<file path="config.mk">
export PLATFORM = sky130hd
export DESIGN_NAME = sprite_blitter
export DESIGN_NICKNAME = d
export VERILOG_FILES = /design/src/rtl/sprite_blitter.sv
export SDC_FILE = /design/constraint.sdc
export NUM_CORES = 1
export LEC_CHECK = 0
export BUFFER_PORTS_ARGS = -buffer_cell sky130_fd_sc_hd__buf_2
export CORE_AREA = 2 2 78 80
export CTS_BUF_LIST = sky130_fd_sc_hd__clkbuf_16
export DETAILED_ROUTE_END_ITERATION = 12
export DIE_AREA = 0 0 80 82
export PLACE_DENSITY = 0.88
export SLEW_MARGIN = 20
export SYNTH_ARGS = -nofsm -noshare
export SYNTH_HDL_FRONTEND = slang
export SYNTH_SLANG_ARGS = --single-unit
</file>
<file path="constraint.sdc">
create_clock -name clk -period 7 [get_ports clk]
set_clock_uncertainty 0.2 [all_clocks]
set_input_delay 0.7 -clock clk [delete_from_list [all_inputs] [get_ports clk]]
set_output_delay 0.7 -clock clk [all_outputs]
set_load 0.005 [all_outputs]
</file>
<file path="src/rtl/sprite_blitter.sv">
// Streams an IMG_W x IMG_H image from a 1-cycle synchronous ROM onto the VGA pixel port
// at a latched origin, with colour-key transparency and screen-edge clipping.
module sprite_blitter #(
    parameter int unsigned           IMG_W      = 80,
    parameter int unsigned           IMG_H      = 40,
    parameter int unsigned           ADDR_W     = 12,
    parameter int unsigned           COLOUR_W   = 9,
    parameter int unsigned           SCREEN_W   = 160,
    parameter int unsigned           SCREEN_H   = 120,
    parameter bit                    KEY_EN     = 1'b1,
    parameter logic [COLOUR_W-1:0]   KEY_COLOUR = '0
) (
    input  logic                clk,
    input  logic                resetn,
    input  logic                start,
    input  logic [7:0]          x_origin,
    input  logic [6:0]          y_origin,
    output logic [ADDR_W-1:0]   rom_addr,
    input  logic [COLOUR_W-1:0] rom_q,
    output logic [7:0]          x,
    output logic [6:0]          y,
    output logic [COLOUR_W-1:0] colour,
    output logic                plot,
    output logic                busy,
    output logic                done
);

    localparam int unsigned COL_W = (IMG_W > 1) ? $clog2(IMG_W) : 1;
    localparam int unsigned ROW_W = (IMG_H > 1) ? $clog2(IMG_H + 1) : 1;

    typedef enum logic [1:0] {StIdle, StRun, StFlush} state_t;

    state_t              r_state;
    state_t              w_state_nxt;
    logic [COL_W-1:0]    r_col;
    logic [ROW_W-1:0]    r_row;
    logic [ADDR_W-1:0]   r_addr;
    logic                r_pv;
    logic [COL_W-1:0]    r_px;
    logic [ROW_W-1:0]    r_py;
    logic [7:0]          r_x_lat;
    logic [6:0]          r_y_lat;
    logic                r_done;

    logic                w_col_end;
    logic                w_last;
    logic [8:0]          w_x_sum;
    logic [7:0]          w_y_sum;
    logic                w_in_screen;
    logic                w_keyed;

    assign w_col_end = (r_col == COL_W'(IMG_W - 1));
    assign w_last    = w_col_end && (r_row == ROW_W'(IMG_H - 1));

    always_ff @(posedge clk) begin
        if (!resetn) begin
            r_state <= StIdle;
        end else begin
            r_state <= w_state_nxt;
        end
    end

    always_comb begin
        w_state_nxt = r_state;
        unique case (r_state)
            StIdle:  if (start) w_state_nxt = StRun;
            StRun:   if (w_last) w_state_nxt = StFlush;
            StFlush: w_state_nxt = StIdle;
            default: w_state_nxt = StIdle;
        endcase
    end

    always_ff @(posedge clk) begin
        if (!resetn) begin
            r_col   <= '0;
            r_row   <= '0;
            r_addr  <= '0;
            r_pv    <= 1'b0;
            r_px    <= '0;
            r_py    <= '0;
            r_x_lat <= '0;
            r_y_lat <= '0;
            r_done  <= 1'b0;
        end else begin
            r_done <= 1'b0;
            case (r_state)
                StIdle: begin
                    if (start) begin
                        r_x_lat <= x_origin;
                        r_y_lat <= y_origin;
                        r_col   <= '0;
                        r_row   <= '0;
                        r_addr  <= '0;
                    end
                end
                StRun: begin
                    // Pixel coordinates follow the address by one cycle to match the ROM latency.
                    r_pv   <= 1'b1;
                    r_px   <= r_col;
                    r_py   <= r_row;
                    r_addr <= r_addr + ADDR_W'(1);
                    if (w_col_end) begin
                        r_col <= '0;
                        r_row <= r_row + ROW_W'(1);
                    end else begin
                        r_col <= r_col + COL_W'(1);
                    end
                end
                StFlush: begin
                    r_pv   <= 1'b0;
                    r_done <= 1'b1;
                end
                default: ;
            endcase
        end
    end

    assign w_x_sum     = {1'b0, r_x_lat} + 9'(r_px);
    assign w_y_sum     = {1'b0, r_y_lat} + 8'(r_py);
    assign w_in_screen = (w_x_sum < 9'(SCREEN_W)) && (w_y_sum < 8'(SCREEN_H));
    assign w_keyed     = KEY_EN && (rom_q == KEY_COLOUR);

    assign rom_addr = r_addr;
    assign x        = w_x_sum[7:0];
    assign y        = w_y_sum[6:0];
    assign colour   = rom_q;
    assign plot     = r_pv & w_in_screen & ~w_keyed;
    assign busy     = (r_state != StIdle);
    assign done     = r_done;

endmodule

</file>
# After elaboration in Yosys (flattened, before gate mapping)

Cells that the tools add are included.

Register bits: 57
Input port bits: 27
Logic and storage cells: 51

Add/subtract/negate cells: 5
Order comparisons: 2
Equality and inequality tests: 7
Mux-type cells: 13
Bitwise gates (word level): 3
Reduce and logical (&&, ||, !) cells: 11

Operator list:

| operator                | count |
|---|---|
| $pmux W12 S2            | 1 |
| $mux W7                 | 2 |
| $pmux W7 S2             | 1 |
| $add A12 B1 Y12 const B | 1 |
| $mux W12                | 1 |
| $mux W6                 | 2 |
| $pmux W6 S2             | 1 |
| $add A8 B7 Y9           | 1 |
| $logic_not A9 Y1        | 1 |
| $lt A9 B8 Y1 const B    | 1 |
| $add A7 B6 Y8           | 1 |
| $lt A8 B7 Y1 const B    | 1 |
| $add A7 B1 Y7 const B   | 1 |
| $eq A7 B7 Y1 const B    | 1 |
| $add A6 B1 Y6 const B   | 1 |
| $eq A6 B6 Y1 const B    | 1 |
| $ne A2 B2 Y1 const B    | 3 |
| $reduce_and A2 Y1       | 3 |
| $reduce_bool A2 Y1      | 3 |
| $mux W2                 | 2 |
| $pmux W2 S2             | 1 |
| $reduce_and A3 Y1       | 1 |
| $and A1 B1 Y1           | 2 |
| $eq A2 B1 Y1 const B    | 1 |
| 6 further kinds         | 7 |

# Depth between registers and ports, before layout

Depth in word-level cells: 5
Mapped depth: 9
Gate-level depth less buffers: 9

# Worst setup path after synthesis

No wires, ideal clock.

Kind: reg2out
Start point: register r_py[0]
End point: output port plot
Arrival: 1.968 ns
Path slack: 4.132 ns
Stages on the path, launching flop included: 10
Cell sequence: dfxtp_1 ha_1 inv_1 fa_1 nor2b_1 o21ai_1 a21oi_1 nor4_1 a311o_1 a211oi_1

Word-level cells in the longest chain between the ends: 5

RTL lines:

| item                        | RTL line | text |
|---|---|---|
| from (decl)                 | 40       | `logic [ROW_W-1:0] r_py;` |
| from (signal assigned)      | 100      | `r_py <= r_row;` |
| $add A7 B6 Y8               | 119      | `assign w_y_sum = {1'b0, r_y_lat} + 8'(r_py);` |
| named net y[6]              | 21       | `output logic [6:0] y,` |
| $lt A8 B7 Y1                | 120      | `assign w_in_screen = (w_x_sum < 9'(SCREEN_W)) && (w_y_sum < 8'(SCREEN_H));` |
| $logic_and A1 B1 Y1         | 120      |  |
| $and A1 B1 Y1 (2 in series) | 127      | `assign plot = r_pv & w_in_screen & ~w_keyed;` |
| to (decl)                   | 23       | `output logic plot,` |

The timed path passes the listed nets, and every way through them passes these cells.

# Worst setup path after layout

Start point: register r_y_lat[0]
End point: output port plot

Word-level cells in the longest chain between the ends: 5

RTL lines:

| item                        | RTL line | text |
|---|---|---|
| from (decl)                 | 42       | `logic [6:0] r_y_lat;` |
| from (signal assigned)      | 90       | `r_y_lat <= y_origin;` |
| $add A7 B6 Y8               | 119      |  |
| $lt A8 B7 Y1                | 120      |  |
| $logic_and A1 B1 Y1         | 120      |  |
| $and A1 B1 Y1 (2 in series) | 127      |  |

Every way passes these cells.

==> results.ini <==
[run_status]
outcome = complete, no violations

[synth]
synthSimpleGateAreaFrac = 0.213
synthAdderAreaFrac = 0.0947
yosysTopAreaCellShare = 0.372
synth_cell_types = 45
async_reset_ff_frac = 0
yosysMostFrequentCell = dfxtp_1
synthCells = 355
synth_mux_area_frac = 0.0494
syn-cell-area_sq_um = 3070
synth_xor_area_frac = 0.0629
synth_warnings = 0
syn_area_per_cell_sq_um = 8.64
yosysSeqAreaShare = 0.372
yosysTopAreaCell = dfxtp_1
ys.flop_type = dfxtp_1
synth_fp_nets = 404
synth_area_leaders = dfxtp_1 (37%), ha_1 (8.2%), nand2_1 (6.0%)
yosys_register_bits = 57
synth_top_family_by_area = simple AND/OR/NAND/NOR gates
synth-edff-count = 0
synthTopCellsByCount = dfxtp_1 (57), nand2_1 (49), nor2_1 (25), nor2b_1 (24), ha_1 (20)
synth-compound-area-share = 0.148

[power]
power.leakage_nw = 1.53
power.density_nw_per_um2 = 283
ir_drop_uv = 169

[place]
dp.cells = 475
port_buffers = 65
dp_hpwl_mm = 4.66
globalplace.congestion = 0.864

[timing]
setup_violations = 0
rsz0062_at_grt = no
finalCritPeriodShare = 0.503
maxSlewViolCount = 0
worstMarginPinSlew_ns = 0.701
post-route-min-period_ns = 3.52
maxSlewHeadroom = 0.533
fin_tns_setup_ns = 0
fmax_mhz = 284
hold_viol_final = 0

[route]
route.detailed.drc = 0
postRouteAntennaNets = 0
drt_iter0_drc = 127
via_per_inst = 5.42
routed_wl_mm = 6.85
dr.pass1.iters = 4
via_count = 2647
wire_per_inst_microns = 14.0

[finish]
num_antenna_cells = 0
final_layout_size_suffix_gt1_frac = 0.203
final_nets = 460
final_cells = 488
syn2layout_area_growth_pct = 18.1

[worst_setup_path]
crit_buf_inv = 2
slowest_stage = fa_1
crit_path_max_incr_delay_ns = 0.41
endpoint_kind = primary output
critPathArrivalTime_ns = 2.62
worstPathCellList = ha_1 > inv_1 > fa_1 > nor2b_1 > o21ai_1 > a21oi_1 > nor4_1 > a311o_1 > a211oi_1 > buf_2
critical_path_class = flip-flop to primary output
crit_family = compound AO/OA/AOI/OAI gates
worstPathRequired_ns = 6.10
crit_fanout = 3
worstSetupStartpointType = flip-flop

[floorplan]
die-area_sq_um = 6560
pin_count = 66
die_h_microns = 82
fp-row-count = 28
die_width_microns = 80
start_util = 0.534
core_sq_um = 5750

[clock_network]
cts_sinks = 57
cts_resized = 0
cts-root-buf = clkbuf_16
clk_latency_ns = 0.32
cts_setup_buffers = 0
numCtsBuffers = 9
cts_tree = done
htree_levels = 3
hold_buffers = 0
path_clk_slew_ns = 0.05
clock_path_buffers = 2

[grt]
grt_pass1_vias = 2651
grtUsageMet2 = 0.414
met3_usage = 0.0527
use_met1 = 0.252
grt-busiest-layer = met2
antenna_found_initial = 0
grt_pass1_wl_mm = 11.6
grt_overflow_total = 0
grt_use_total = 0.228
grt_max_degree = 41

[flow_run]
maxCapViolations = 0

[worst_hold_path]
hold_path.class = flip-flop to flip-flop

-- cell type report --
cell class                 instances  area [sq um]
timing repair buffer              65           325
sequential                        57          1140
fill                             479          2130
clock inverter                     4          15.0
inverter                          19          71.3
tap                               75          93.8
clock buffer                       9           225
multi-input combinational        259          1750
-- sequential cells by signal, summed over array words and instances (netlist names) --
register,cells
done,1
r_px,7
r_y_lat,7
r_row,6
rom_addr,12
r_col,7
r_py,6
r_state,2
r_pv,1
r_x_lat,8
-- worst paths after layout --
path         startpoint      endpoint  slack (ns)  depth (start not counted)
min reg2reg  r_x_lat[6]    r_x_lat[6]        0.26                          2
min          r_x_lat[6]    r_x_lat[6]        0.26                          2
max          r_y_lat[0]          plot        3.48                         10
max reg2reg  r_state[1]  rom_addr[11]        4.52                          8
-- cells by family (layout without fill, tap and decap cells) --
kind of cell	after synthesis	in the layout
adders and majority gates	22	22
buffers and inverters	39	97
AOI/OAI and AO/OA	64	64
xor gates and xnor gates	22	22
muxes	15	15
and+or+nand+nor	136	136
DFF	57	57
-- cell usage in the layout (no fill, tap or decap), types with 10 or more instances in the layout --
cell type and n:
xnor2_1 10, a21boi_0 18, nand2_1 49, dfxtp_1 57, buf_2 65, mux2i_1 14, ha_1 19, xor2_1 12
nor2_1 25, inv_1 20, a21oi_1 11, nor2b_1 24
-- layer usage --
layer	share of wire	wire, microns
met1	0.43	2980
met2	0.49	3390
met3	0.052	354
met4	0.019	131
met5	0	0
-- metrics by stage --
stage          total power [mW]  hold WS, ns   util  setup slack (ns)  area [sq um]
5_1_grt                    1.08        0.291  0.630              3.29          3620
4_1_cts                    1.03        0.269  0.629              3.51          3610
2_1_floorplan             0.586        0.247      -              4.13          3070
6_report                   1.02        0.265  0.630              3.48          3620
3_3_place_gp              0.656        0.259  0.587              3.97          3370
3_5_place_dp              0.667        0.263  0.587              3.89          3370
-- report_power, final --
group	total [mW]	switching (mW)	internal [mW]
logic	0.283	0.169	0.114
registers	0.382	0.0252	0.356
clock network	0.360	0.133	0.227
-- worst min-delay path, cell delays in order (launching register included) --
cell and delay (ns):
dfxtp_1 0.30, nand2_1 0.05, a21boi_0 0.06
(Power assumes the default switching activity.)
